--- src/rtl/fpga_io_pkg.sv ---
// rtl/fpga_io_pkg.sv - shared types for the board I/O conditioning logic
package fpga_io_pkg;

    typedef enum logic [2:0] {
        S_IDLE  = 3'd0,
        S_PWAIT = 3'd1,
        S_DOWN  = 3'd2,
        S_HELD  = 3'd3,
        S_RWAIT = 3'd4
    } debounce_state_t;

endpackage

--- src/rtl/debounce_channel.sv ---
// rtl/debounce_channel.sv - one button: 2-FF synchroniser, debounce FSM, press/release/hold
module debounce_channel
    import fpga_io_pkg::*;
#(
    parameter int DEBOUNCE_CYCLES = 1_000_000,
    parameter int HOLD_CYCLES     = 100_000_000,
    parameter int CNT_W           = 28
) (
    input  logic clk,
    input  logic clear_n,
    input  logic raw,
    output logic level,
    output logic press_evt,
    output logic release_evt,
    output logic hold
);

    localparam logic [CNT_W-1:0] DEB_LOAD  = CNT_W'(DEBOUNCE_CYCLES - 1);
    localparam logic [CNT_W-1:0] HOLD_LOAD = CNT_W'(HOLD_CYCLES - 1);
    localparam logic [CNT_W-1:0] CNT_ONE   = CNT_W'(1);

    logic            sync_meta;
    logic            sync;
    debounce_state_t state;
    logic [CNT_W-1:0] cnt;
    logic            held;

    assign hold = held;

    always_ff @(posedge clk or negedge clear_n) begin
        if (!clear_n) begin
            sync_meta   <= 1'b0;
            sync        <= 1'b0;
            state       <= S_IDLE;
            cnt         <= '0;
            level       <= 1'b0;
            held        <= 1'b0;
            press_evt   <= 1'b0;
            release_evt <= 1'b0;
        end else begin
            sync_meta   <= raw;
            sync        <= sync_meta;
            press_evt   <= 1'b0;
            release_evt <= 1'b0;
            case (state)
                S_IDLE: begin
                    if (sync) begin
                        state <= S_PWAIT;
                        cnt   <= DEB_LOAD;
                    end
                end
                S_PWAIT: begin
                    if (!sync) begin
                        state <= S_IDLE;
                    end else if (cnt == '0) begin
                        state     <= S_DOWN;
                        level     <= 1'b1;
                        press_evt <= 1'b1;
                        cnt       <= HOLD_LOAD;
                    end else begin
                        cnt <= cnt - CNT_ONE;
                    end
                end
                S_DOWN: begin
                    if (!sync) begin
                        state <= S_RWAIT;
                        cnt   <= DEB_LOAD;
                    end else if (cnt == '0) begin
                        state <= S_HELD;
                        held  <= 1'b1;
                    end else begin
                        cnt <= cnt - CNT_ONE;
                    end
                end
                S_HELD: begin
                    if (!sync) begin
                        state <= S_RWAIT;
                        cnt   <= DEB_LOAD;
                    end
                end
                S_RWAIT: begin
                    // A release glitch that recovers restarts the hold timer unless already held.
                    if (sync) begin
                        if (held) begin
                            state <= S_HELD;
                        end else begin
                            state <= S_DOWN;
                            cnt   <= HOLD_LOAD;
                        end
                    end else if (cnt == '0) begin
                        state       <= S_IDLE;
                        level       <= 1'b0;
                        held        <= 1'b0;
                        release_evt <= 1'b1;
                    end else begin
                        cnt <= cnt - CNT_ONE;
                    end
                end
                default: begin
                    state <= S_IDLE;
                    cnt   <= '0;
                    level <= 1'b0;
                    held  <= 1'b0;
                end
            endcase
        end
    end

endmodule

--- src/rtl/button_debouncer.sv ---
// rtl/button_debouncer.sv - array of independent debounced pushbutton channels
module button_debouncer
    import fpga_io_pkg::*;
#(
    parameter int NUM_BTN         = 5,
    parameter int DEBOUNCE_CYCLES = 1_000_000,
    parameter int HOLD_CYCLES     = 100_000_000,
    parameter int CNT_W           = 28
) (
    input  logic               clk,
    input  logic               clear_n,
    input  logic [NUM_BTN-1:0] btn_raw,
    output logic [NUM_BTN-1:0] btn_level,
    output logic [NUM_BTN-1:0] btn_press,
    output logic [NUM_BTN-1:0] btn_release,
    output logic [NUM_BTN-1:0] btn_hold
);

    for (genvar i = 0; i < NUM_BTN; i++) begin : g_chan
        debounce_channel #(
            .DEBOUNCE_CYCLES(DEBOUNCE_CYCLES),
            .HOLD_CYCLES    (HOLD_CYCLES),
            .CNT_W          (CNT_W)
        ) u_chan (
            .clk        (clk),
            .clear_n    (clear_n),
            .raw        (btn_raw[i]),
            .level      (btn_level[i]),
            .press_evt  (btn_press[i]),
            .release_evt(btn_release[i]),
            .hold       (btn_hold[i])
        );
    end

endmodule

--- config.mk ---
export PLATFORM = sky130hd
export DESIGN_NAME = button_debouncer
export DESIGN_NICKNAME = d
export VERILOG_FILES = /design/src/rtl/fpga_io_pkg.sv /design/src/rtl/debounce_channel.sv /design/src/rtl/button_debouncer.sv
export SDC_FILE = /design/constraint.sdc
export NUM_CORES = 1
export LEC_CHECK = 0
export BUFFER_PORTS_ARGS = -buffer_cell sky130_fd_sc_hd__buf_2
export CORE_AREA = 2 2 196 198
export DETAILED_ROUTE_END_ITERATION = 10
export DIE_AREA = 0 0 198 200
export GPL_TIMING_DRIVEN = 0
export PLACE_DENSITY = 0.47
export SLEW_MARGIN = 20
export SYNTH_ARGS = -nofsm -noshare
export SYNTH_HDL_FRONTEND = slang
export SYNTH_HIERARCHICAL = 1
export SYNTH_SLANG_ARGS = --single-unit
export TNS_END_PERCENT = 20
--- constraint.sdc ---
create_clock -name clk -period 3.43 [get_ports clk]
set_input_delay 0.686 -clock clk [delete_from_list [all_inputs] [get_ports clk]]
set_output_delay 0.686 -clock clk [all_outputs]
set_load 0.005 [all_outputs]
==> key figures, run 1 <==
Timing
  – Worst-margin pin slew: 872 ps
  – Fmax: 308 MHz
  – Max-slew headroom: 0.402
  – Final count of pins violating max slew: 0
  – Final Hold Vio Count: 0
  – Minimum clock period: approximately 3200 ps
  – Layout Skew: just under 10 ps
  – Final period util: 0.946
  – Final Setup Violations: 0
  – RSZ-0062 raised after global routing: false

Clock network
  – CTS Hold Bufs: 0
  – CTS clk-pin slew, worst paths: around 70 ps
  – H-tree Lvls: 4
  – TritonCTS Buffers: 17
  – CTS tree: done
  – Clock insertion delay at the later pin of the skew report: roughly 450 ps
  – CTS Buffer Depth: 2
  – Root Buffer: clkbuf_16
  – Clock sink count: approximately 190

Global routing
  – Antenna violations before repair: 0
  – GRT Util Overall: 0.209
  – Global-route wire length before repair: 65900 µm
  – Largest net degree at the start of global routing: 78
  – Vias in the first global route: ~12000
  – Total congestion overflow: 0

Yosys
  – Flops & latches, synth: approximately 190
  – Top cells by area, synth: dfrtp_1 (36%), a21oi_1 (5.4%), nor2_1 (3.4%), nor3_1 (3.2%), o21ai_0 (3.0%)
  – Ys async rst share: 1.00
  – Yosys warns: 6
  – Syn nets: 1541
  – Area fraction of the dominant cell type after synthesis: 0.357
  – Largest area contributor in the synthesized netlist: dfrtp_1
  – Post-synth EDFFs: 0
  – Synthesized area: 13000 µm²
  – Syn avg cell area: 8.53 µm²
  – Seq/Total Area, Yosys: 0.357
  – Primary FF master, synth: dfrtp_1
  – Number of distinct library cells after synthesis: 84
  – Post-Synthesis Cells: approximately 1500

Status
  – Outcome: finished, final reports clean

Final layout
  – Design area: around 14000 µm²
  – Post-Layout Cell Count: roughly 2100
  – Area growth, synth to finish: 11.0%
  – Most frequent cells in the layout: dfrtp_1 (185), a21oi_1 (140), nor2_1 (116)
  – Number of diodes: 0
  – # nets final: about 1600
  – Layout fillers: between 3000 and 4000
  – Layout cell share with drive strength beyond 1: 0.0893
  – Commonest non-fill, non-tap cell in the layout: dfrtp_1

Power and ir drop
  – Worst vdd ir: between 0.3 and 0.4 mV
  – Leak: between 5 and 6 nW
  – Total power draw: between 5 and 6 mW
  – PD cells: around 360 nW/µm²

Route
  – Post-route ant nets: 0
  – Initial DRC Count: around 1000
  – Drt wl/cell: 19.4 µm
  – First drt pass iteration count: 5
  – Via count: roughly 12000
  – Avg Vias per Cell: roughly 6.0
  – Detailed Route WL: between 40000 and 50000 µm
  – Post-route DRC: 0

Critical path
  – Endpoint type of the worst setup path: flip-flop
  – Critical path class: flip-flop to flip-flop
  – Worst setup SP type: flip-flop
  – CP Max Fanout: 10
  – Critical Path RT: about 3700 ps
  – Arrival @ worst endpoint: 3550 ps

Floorplanning
  – Die area: just under 40000 µm²
  – Top-level I/O count: 27
  – Rows: slightly above 70
  – Starting density of the core: 0.347
  – DIE WIDTH: about 200 µm
  – Core area: approximately 37000 µm²
  – Die H: around 200 µm

Placed design
  – PortBufs: 26
  – Hpwl dp: slightly below 30000 µm
  – Post-Place Cells: 2058
  – Final RePlAce weighted congestion: between 0.8 and 0.9
  – Placed standard-cell area: about 14000 µm²

Min path
  – Worst hold path type: input pin to asynchronous set/reset pin

Job
  – Number of max-cap violations: 0
## cell type report
type	count	area, µm²	share of cell area
Multi-Input combinational cell	1165	7590	0.528
Sequential cell	185	4630	0.322
Tap cell	511	639	0.0444
Buffer	110	524	0.0364
Clock buffer	19	443	0.0308
Inverter	59	221	0.0154
Timing Repair Buffer	28	195	0.0136
Clock inverter	13	144	0.0100
## cells in the mapped netlist (9+ instances only)
cell / number
and3_1: 9
buf_6: 13
a21o_1: 19
inv_1: 58
a221o_1: 9
nor2b_1: 17
and4_1: 10
o22a_1: 10
mux2i_1: 17
nor2_1: 116
xor2_1: 9
a31oi_1: 37
nand4_1: 23
or3_1: 20
o211ai_1: 23
ha_1: 15
a221oi_1: 9
a211oi_1: 24
nand2_1: 62
or2_2: 16
o31ai_1: 11
a2111oi_0: 24
a311oi_1: 24
o21ai_1: 9
and2_1: 11
nand3_1: 46
dfrtp_1: 185
a22oi_1: 9
o22ai_1: 19
or4_1: 30
nor4_1: 33
clkbuf_1: 84
o21ai_0: 77
a21boi_0: 12
nand2b_1: 45
a21oi_1: 140
nor3_1: 84
## sequential cells by signal (all words and copies together) (netlist names)
| name | flops |
|---|---|
| g_chan.u_chan/release_evt | 5 |
| g_chan.u_chan/sync_meta | 5 |
| g_chan.u_chan/hold | 5 |
| g_chan.u_chan/sync | 5 |
| g_chan.u_chan/press_evt | 5 |
| g_chan.u_chan/level | 5 |
| g_chan.u_chan/state | 15 |
| g_chan.u_chan/cnt | 140 |
## metal layers
| layer | global-route usage | vias to the layer above | wire [µm] |
|---|---|---|---|
| li1 | - | 5952 | - |
| met3 | 0.0282 | 26 | 2100 |
| met1 | 0.305 | 6108 | 19600 |
| met5 | 0 | - | 0 |
| met2 | 0.329 | 382 | 18400 |
| met4 | 0.0465 | 0 | 416 |
## where the power goes
group / switching [mW] / internal [mW] / leakage (nW)
Clock: 0.943 / 1.10 / 0.276
Sequential: 0.137 / 2.28 / 2.35
Combinational: 0.508 / 0.266 / 2.92
Total: 1.59 / 3.64 / 5.55
## logic make-up after synthesis
logic type	after synthesis	share of synthesized area
buffers and inverters	169	0.0575
AND/OR/NAND/NOR	573	0.257
XOR/XNOR	17	0.0115
flip-flops	185	0.357
AO/OA/AOI/OAI	543	0.289
adder cells (fa/ha/maj)	15	0.0145
multiplexers	17	0.0131
## worst max-delay path, stage by stage, from the launching register on
cell and delay (ps):
dfrtp_1 450, or4_1 530, buf_2 200, or4_4 540, buf_6 170, nor2_4 180, inv_1 160, buf_6 190
ha_1 290, nor2_1 100, o21ai_0 80, nand4_1 110, o21ai_0 100
## final timing paths
path	cells past startpoint	from	endpoint	slack [ps]
hold / removal	1	clear_n	g_chan[0].u_chan/cnt[8]	140
setup reg to reg	12	g_chan[1].u_chan/cnt[4]	g_chan[1].u_chan/cnt[0]	180
min in group clk	1	btn_raw[2]	g_chan[2].u_chan/sync_meta	340
setup / recovery	12	g_chan[1].u_chan/cnt[4]	g_chan[1].u_chan/cnt[0]	180
hold reg to reg	0	g_chan[2].u_chan/sync_meta	g_chan[2].u_chan/sync	350
max in group asynchronous	2	clear_n	g_chan[2].u_chan/state[0]	2540
## repair_timing
item | 4_1_cts | 5_1_grt
buffers inserted | 0 | 0
resized for setup | 0 | 1
setup endpoints to repair | 0 | 1
## per-stage QoR
stage	hold slack [ps]	TNS, ps	utilization	setup WS (ps)
floorplan	331	0	-	584
global placement	332	-329980	0.367	-1820
detailed placement	336	0	0.369	234
CTS	150	0	0.385	210
global route	169	0	0.385	41.5
finish	145	0	0.385	184
Note: power is estimated with default switching activity, not from simulation.
==> run 2, diff against run 1 <==
--- a/config.mk
+++ b/config.mk
@@ -6,9 +6,9 @@
 export NUM_CORES = 1
 export LEC_CHECK = 0
 export BUFFER_PORTS_ARGS = -buffer_cell sky130_fd_sc_hd__buf_2
-export CORE_AREA = 2 2 196 198
+export CORE_AREA = 5 5 199 201
 export DETAILED_ROUTE_END_ITERATION = 10
-export DIE_AREA = 0 0 198 200
+export DIE_AREA = 0 0 204 206
 export GPL_TIMING_DRIVEN = 0
 export PLACE_DENSITY = 0.47
 export SLEW_MARGIN = 20
==> run 2 against run 1 <==
Against the previous run: combinational power is 0.5% higher; critical path depth unchanged; design area about the same; clock power about the same; largest cell class unchanged; highest routed layer unchanged.
==> key figures, run 2 (synthesized netlist as in run 1, its figures left out) <==
Final layout
  – Number of diodes: 0 (unchanged)
  – Most frequent cells in the layout: dfrtp_1 (185), a21oi_1 (140), nor2_1 (116)
  – Largest registers: g_chan.u_chan/cnt (140), g_chan.u_chan/state (15)
  – Post-Layout Cell Count: 2090 (unchanged)
  – Biggest register: g_chan.u_chan/cnt
  – # nets final: 1588 (unchanged)
  – Area growth, synth to finish: 11.1% (about the same)
  – Max reg flops: 140 (unchanged)
  – Layout fillers: 3810 (-1.6%)
  – Fin util: 0.385 (about the same)
  – Commonest non-fill, non-tap cell in the layout: dfrtp_1
  – Layout cell share with drive strength beyond 1: 0.0906 (+0.00127)

Route
  – Drt wl/cell: 19.4 µm (+0.18%)
  – Detailed Route WL: 40600 µm (+0.18%)
  – First drt pass iteration count: 5 (unchanged)
  – Post-route DRC: 0 (unchanged)
  – Post-route ant nets: 0 (unchanged)
  – Via count: 12400 (-0.20%)
  – Initial DRC Count: 798 (-21%)
  – Avg Vias per Cell: 5.95 (-0.20%)

Global routing
  – Largest net degree at the start of global routing: 88 (+13%)
  – Antenna violations before repair: 0 (unchanged)
  – Global-route wire length before repair: 65900 µm (about the same)
  – GRT Util Overall: 0.192 (-0.0166)
  – Total congestion overflow: 0 (unchanged)
  – Vias in the first global route: 11800 (+0.85%)

Timing
  – Final period util: 0.940 (-0.00605)
  – Hold_ws: 40.3 ps (-104 ps)
  – Setup TNS: 0 ps (unchanged)
  – Final Hold Vio Count: 0 (unchanged)
  – Final Setup Violations: 0 (unchanged)
  – Worst-margin pin slew: 967 ps (+94.6 ps)
  – Final count of pins violating max slew: 0 (unchanged)
  – RSZ-0062 raised after global routing: false
  – Max-slew headroom: 0.337 (-0.0649)
  – Minimum clock period: 3230 ps (-20.8 ps)
  – Layout Skew: 10.6 ps (+0.896 ps)
  – Fmax: 310 MHz (+0.64%)

Clock network
  – H-tree Lvls: 4 (unchanged)
  – CTS clk-pin slew, worst paths: 80 ps (about the same)
  – CTS Buffer Depth: 2 (unchanged)
  – CTS Hold Bufs: 0 (unchanged)
  – Clock insertion delay at the later pin of the skew report: 450 ps (about the same)
  – CTS tree: done
  – Root Buffer: clkbuf_16
  – Postcts setup bufs: 0 (unchanged)
  – Post-CTS resize count: 0 (unchanged)
  – Clock sink count: 185 (unchanged)
  – TritonCTS Buffers: 17 (unchanged)

Critical path
  – Critical path class: flip-flop to flip-flop
  – Endpoint type of the worst setup path: flip-flop
  – CP delay by family, top: simple AND/OR/NAND/NOR gates
  – Slowest cell on crit path: or4_4
  – Arrival @ worst endpoint: 3540 ps (about the same)
  – Reg-to-Reg End: g_chan[2].u_chan/cnt[0]
  – Worst setup SP type: flip-flop
  – Bufs and invs on worst path: 4 (unchanged)
  – Reg2reg start: g_chan[2].u_chan/cnt[4]
  – CP Max Fanout: 10 (unchanged)
  – Delay of the slowest critical-path stage: 540 ps (about the same)
  – Critical Path RT: 3750 ps (+20 ps)
  – Crit-path cells: or4_1 > buf_2 > or4_4 > buf_6 > nor2_4 > inv_1 > buf_6 > ha_1 > nor2_1 > o21ai_0 > nand4_1 > o21ai_0
  – Path depth of the worst reg2reg path: 12 (unchanged)
  – R2R Setup Slk: 200 ps (+20 ps)

Power and ir drop
  – Sw frac: 0.300 (-0.00322)
  – Worst vdd ir: 0.346 mV (-9.7%)
  – Total power draw: 5.23 mW (about the same)
  – Switching component of the power: 1.57 mW (-0.99%)
  – PD cells: 364 nW/µm² (about the same)
  – Sequential power share: 0.461 (about the same)
  – Leak: 5.55 nW (about the same)
  – Comb pwr share: 0.148 (about the same)
  – Int Pwr: 3.66 mW (+0.54%)
  – Power share of the clock group: 0.391 (about the same)

Placed design
  – Post-Place Cells: 2058 (unchanged)
  – Hpwl dp: 28800 µm (-0.40%)
  – PortBufs: 26 (unchanged)
  – Final RePlAce weighted congestion: 0.875 (+0.88%)

Min path
  – Worst hold path type: input pin to asynchronous set/reset pin

Floorplanning
  – Core area: 37400 µm² (unchanged)
  – DIE WIDTH: 204 µm (+3.0%)
  – Die H: 206 µm (+3.0%)
  – Rows: 71 (unchanged)
  – Starting density of the core: 0.347 (unchanged)
  – Die area: 42000 µm² (+6.1%)
  – Top-level I/O count: 27 (unchanged)

Job
  – Number of max-cap violations: 0 (unchanged)

Status
  – Outcome: finished, final reports clean
-- run 2: changes by cell type in the layout (fill, tap and decap cells not counted), sizes merged --
cell      change
inv           -1
clkinvlp      +1
-- run 2: how the worst max path moves through the flow --
stage / from / end / slack (ps) / cells after the start
after floorplan: g_chan[0].u_chan/cnt[4] / g_chan[0].u_chan/cnt[0] / 580 / 12
after global placement: clear_n / g_chan[2].u_chan/cnt[2] / -1730 / 1
after detailed placement: g_chan[1].u_chan/cnt[4] / g_chan[1].u_chan/cnt[0] / 210 / 12
after CTS: g_chan[1].u_chan/cnt[4] / g_chan[1].u_chan/cnt[0] / 190 / 12
after global routing: g_chan[1].u_chan/cnt[4] / g_chan[1].u_chan/cnt[0] / 20 / 12
final: g_chan[2].u_chan/cnt[4] / g_chan[2].u_chan/cnt[0] / 200 / 12
-- run 2: layer usage --
| layer | up-vias | track usage | share of wire |
|---|---|---|---|
| li1 | 5959 | - | - |
| met1 | 6111 | 0.277 | 0.47 |
| met2 | 337 | 0.305 | 0.47 |
| met3 | 36 | 0.0308 | 0.045 |
| met4 | 0 | 0.0447 | 0.014 |
| met5 | - | 0 | 0 |
-- run 2: through the flow --
step                worst slack, ps  instance area, µm²
floorplan                       584               13000
global placement              -1730               13700
detailed placement              215               13800
CTS                             186               14400
global route                   18.6               14400
finish                          204               14400
-- run 2: worst reg2reg max path, stage by stage (launching register included) --
cell,delay [ps]
dfrtp_1,440
or4_1,520
buf_2,190
or4_4,540
buf_6,170
nor2_4,190
inv_1,170
buf_6,180
ha_1,290
nor2_1,100
o21ai_0,80
nand4_1,120
o21ai_0,80
-- run 2: power groups by stage --
stage          Combinational (mW)  Sequential (mW)  Clock, mW
6_report                    0.777             2.41       2.04
5_1_grt                     0.867             2.43       2.22
4_1_cts                     0.777             2.41       2.15
3_5_place_dp                0.772             2.45          0
3_3_place_gp                0.760             2.45          0
2_1_floorplan               0.529             2.42          0
-- run 2: cell type report --
cell class / count / area [µm²] / share of cell area
multi-input combinational: 1165 / 7590 / 0.527
tap: 511 / 639 / 0.0444
timing repair buffer: 28 / 195 / 0.0136
sequential: 185 / 4630 / 0.322
inverter: 59 / 221 / 0.0154
clock buffer: 19 / 453 / 0.0315
clock inverter: 13 / 146 / 0.0102
buffer: 110 / 524 / 0.0364
==> run 3, diff against run 2 <==
--- a/config.mk
+++ b/config.mk
@@ -11,6 +11,7 @@
 export DIE_AREA = 0 0 204 206
 export GPL_TIMING_DRIVEN = 0
 export PLACE_DENSITY = 0.47
+export REMOVE_ABC_BUFFERS = 1
 export SLEW_MARGIN = 20
 export SYNTH_ARGS = -nofsm -noshare
 export SYNTH_HDL_FRONTEND = slang
==> constraint.sdc (replaced) <==
create_clock -name clk -period 3.2 [get_ports clk]
set_input_delay 0.64 -clock clk [delete_from_list [all_inputs] [get_ports clk]]
set_output_delay 0.64 -clock clk [all_outputs]
set_load 0.005 [all_outputs]
==> run 3 against run 2 <==
Against the previous run: sequential share of layout area is 0.51 points higher; setup slack got worse by 48 ps; final cell count is 4.0% lower; first-iteration DRC count up 10%; register-to-register slack got worse by 50 ps; power grew 6.7%; combinational power is 2% lower; critical path depth decreased by 3; sequential power rose by 8.7%.
==> key figures, run 3 (synthesized netlist as in run 1, its figures left out) <==
Status
  – Outcome: finished, final reports clean

Power and ir drop
  – Sw frac: 0.289 (-0.0112)
  – Comb pwr share: 0.137 (-0.011)
  – Power share of the clock group: 0.394 (+0.003)
  – Worst vdd ir: 0.383 mV (+11%)
  – Switching component of the power: 1.62 mW (+2.7%)
  – PD cells: 394 nW/µm² (+8.3%)
  – Sequential power share: 0.469 (+0.008)
  – Int Pwr: 3.97 mW (+8.4%)
  – Leak: 5.46 nW (-1.7%)

Final layout
  – Number of diodes: 0 (unchanged)
  – Max reg flops: 140 (unchanged)
  – Most frequent cells in the layout: dfrtp_1 (181), a21oi_1 (140), nor2_1 (116)
  – Largest registers: g_chan.u_chan/cnt (140), g_chan.u_chan/state (15)
  – Layout cell share with drive strength beyond 1: 0.109 (+0.0184)
  – Fin util: 0.379 (-0.00559)
  – Biggest register: g_chan.u_chan/cnt
  – Area growth, synth to finish: 9.45%
  – Commonest non-fill, non-tap cell in the layout: dfrtp_1
  – # nets final: 1505 (-5.2%)
  – Layout fillers: 3804 (-0.16%)

Route
  – Initial DRC Count: 878 (+10%)
  – Avg Vias per Cell: 5.95 (about the same)
  – Post-route ant nets: 0 (unchanged)
  – Detailed Route WL: 38000 µm (-6.2%)
  – Drt wl/cell: 19.0 µm (-2.3%)
  – First drt pass iteration count: 5 (unchanged)
  – Post-route DRC: 0 (unchanged)
  – Via count: 11900 (-4.0%)

Placed design
  – Hpwl dp: 25800 µm (-11%)
  – DP Worst Slack: -198 ps (-413 ps)
  – Final RePlAce weighted congestion: 0.791 (-9.6%)
  – PortBufs: 26 (unchanged)

Clock network
  – Root Buffer: clkbuf_16
  – Clock sink count: 185 (unchanged)
  – H-tree Lvls: 4 (unchanged)
  – CTS clk-pin slew, worst paths: 70 ps (about the same)
  – CTS tree: done
  – Clock insertion delay at the later pin of the skew report: 440 ps (about the same)
  – CTS Buffer Depth: 2 (unchanged)
  – TritonCTS Buffers: 17 (unchanged)

Timing
  – RSZ-0062 raised after global routing: false
  – Layout Skew: 11.6 ps (+0.998 ps)
  – Worst-margin pin slew: 863 ps (-104 ps)
  – Fmax: 329 MHz (+6.0%)
  – Final Hold Vio Count: 0 (unchanged)
  – Minimum clock period: 3040 ps (-182 ps)
  – Hold_ws: 66.0 ps (+25.7 ps)
  – Final Setup Violations: 0 (unchanged)
  – Post-route setup slack: 156 ps (-48.5 ps)
  – Max-slew headroom: 0.425 (+0.0880)
  – Final period util: 0.951 (+0.0109)
  – Final count of pins violating max slew: 0 (unchanged)

Floorplanning
  – Rows: 71 (unchanged)
  – Core area: 37400 µm² (unchanged)
  – Starting density of the core: 0.347 (unchanged)
  – DIE WIDTH: 204 µm (unchanged)
  – Die area: 42000 µm² (unchanged)
  – Die H: 206 µm (unchanged)
  – Top-level I/O count: 27 (unchanged)

Job
  – Number of max-cap violations: 0 (unchanged)

Critical path
  – Reg2reg start: g_chan[3].u_chan/cnt[9]
  – Arrival @ worst endpoint: 3350 ps (-190 ps)
  – Worst setup startpoint: g_chan[3].u_chan/cnt[9]
  – Crit-path cells: or4_1 > or4_4 > nor2_4 > clkinvlp_4 > ha_1 > nor2_1 > o21ai_0 > nand4_1 > o21ai_0
  – CP most frequent cell: o21ai_0
  – CP Max Fanout: 10 (unchanged)
  – Critical Path RT: 3510 ps (-240 ps)
  – Critical path class: flip-flop to flip-flop
  – Delay of the slowest critical-path stage: 710 ps (+170 ps)
  – Worst setup SP type: flip-flop
  – R2R Setup Slk: 160 ps (-50 ps)
  – Slowest cell on crit path: or4_4
  – Endpoint type of the worst setup path: flip-flop

Min path
  – Worst hold path type: input pin to asynchronous set/reset pin

Global routing
  – Antenna violations before repair: 0 (unchanged)
  – Total congestion overflow: 0 (unchanged)
  – Vias in the first global route: 11100 (-5.9%)
  – GRT Util Overall: 0.180 (-0.0121)
  – Global-route wire length before repair: 62200 µm (-5.5%)
  – Largest net degree at the start of global routing: 89 (+1.1%)
[run 3: power by group through the flow]
stage	combinational [mW]	sequential [mW]	clock (mW)
floorplan	0.526	2.61	0
global placement	0.739	2.65	0
detailed placement	0.761	2.66	0
CTS	0.765	2.61	2.28
global route	0.862	2.64	2.36
finish	0.764	2.62	2.20
[run 3: layer usage]
layer | share of wire | GRT usage | routed length, µm | vias to the layer above
met5 | 0 | 0 | 0 | -
met4 | 0.012 | 0.0443 | 466 | 0
met3 | 0.033 | 0.0231 | 1250 | 28
met2 | 0.45 | 0.282 | 17300 | 251
met1 | 0.50 | 0.266 | 19000 | 5866
li1 | - | - | - | 5797
[run 3: cell type report]
| cell class | instances | area, µm² | share of cell area |
|---|---|---|---|
| Multi-Input combinational cell | 1165 | 7700 | 0.543 |
| Sequential cell | 185 | 4630 | 0.327 |
| Tap cell | 511 | 639 | 0.0451 |
| Clock buffer | 25 | 465 | 0.0328 |
| Timing Repair Buffer | 55 | 395 | 0.0279 |
| Inverter | 59 | 236 | 0.0167 |
| Clock inverter | 7 | 118 | 0.00829 |
[run 3: final timing paths]
kind | end | cells past startpoint
max | g_chan[3].u_chan/cnt[0] | 9
min | g_chan[2].u_chan/press_evt | 1
max reg2reg | g_chan[3].u_chan/cnt[0] | 9
min reg2reg | g_chan[3].u_chan/sync | 0
max in group asynchronous | g_chan[0].u_chan/state[2] | 2
min in group clk | g_chan[2].u_chan/sync_meta | 1
[run 3: timing repair]
| action | in CTS | in global routing |
|---|---|---|
| pin swaps | 0 | 9 |
| hold buffers | 0 | 0 |
| resized for setup | 5 | 12 |
| buffers inserted | 1 | 25 |
| endpoints found under the hold margin | 0 | 0 |
| setup endpoints to repair | 71 | 56 |
[run 3: critical path, delay by kind of cell (launching register included)]
kind / cells / cell delay [ps]
and+or+nand+nor: 5 / 1820
DFF: 1 / 410
adders and majority gates: 1 / 320
buffers and inverters: 1 / 190
AOI/OAI and AO/OA: 2 / 160
[run 3: through the flow]
step | instances | power [mW] | TNS, ps | instance area, µm²
after floorplan | 1409 | 3.13 | 0 | 12400
after global placement | 1946 | 3.39 | -480570 | 13200
after detailed placement | 1949 | 3.42 | -6430 | 13400
after CTS | 1982 | 5.65 | -330 | 14000
after global routing | 2007 | 5.86 | 0 | 14200
final | 2007 | 5.59 | 0 | 14200
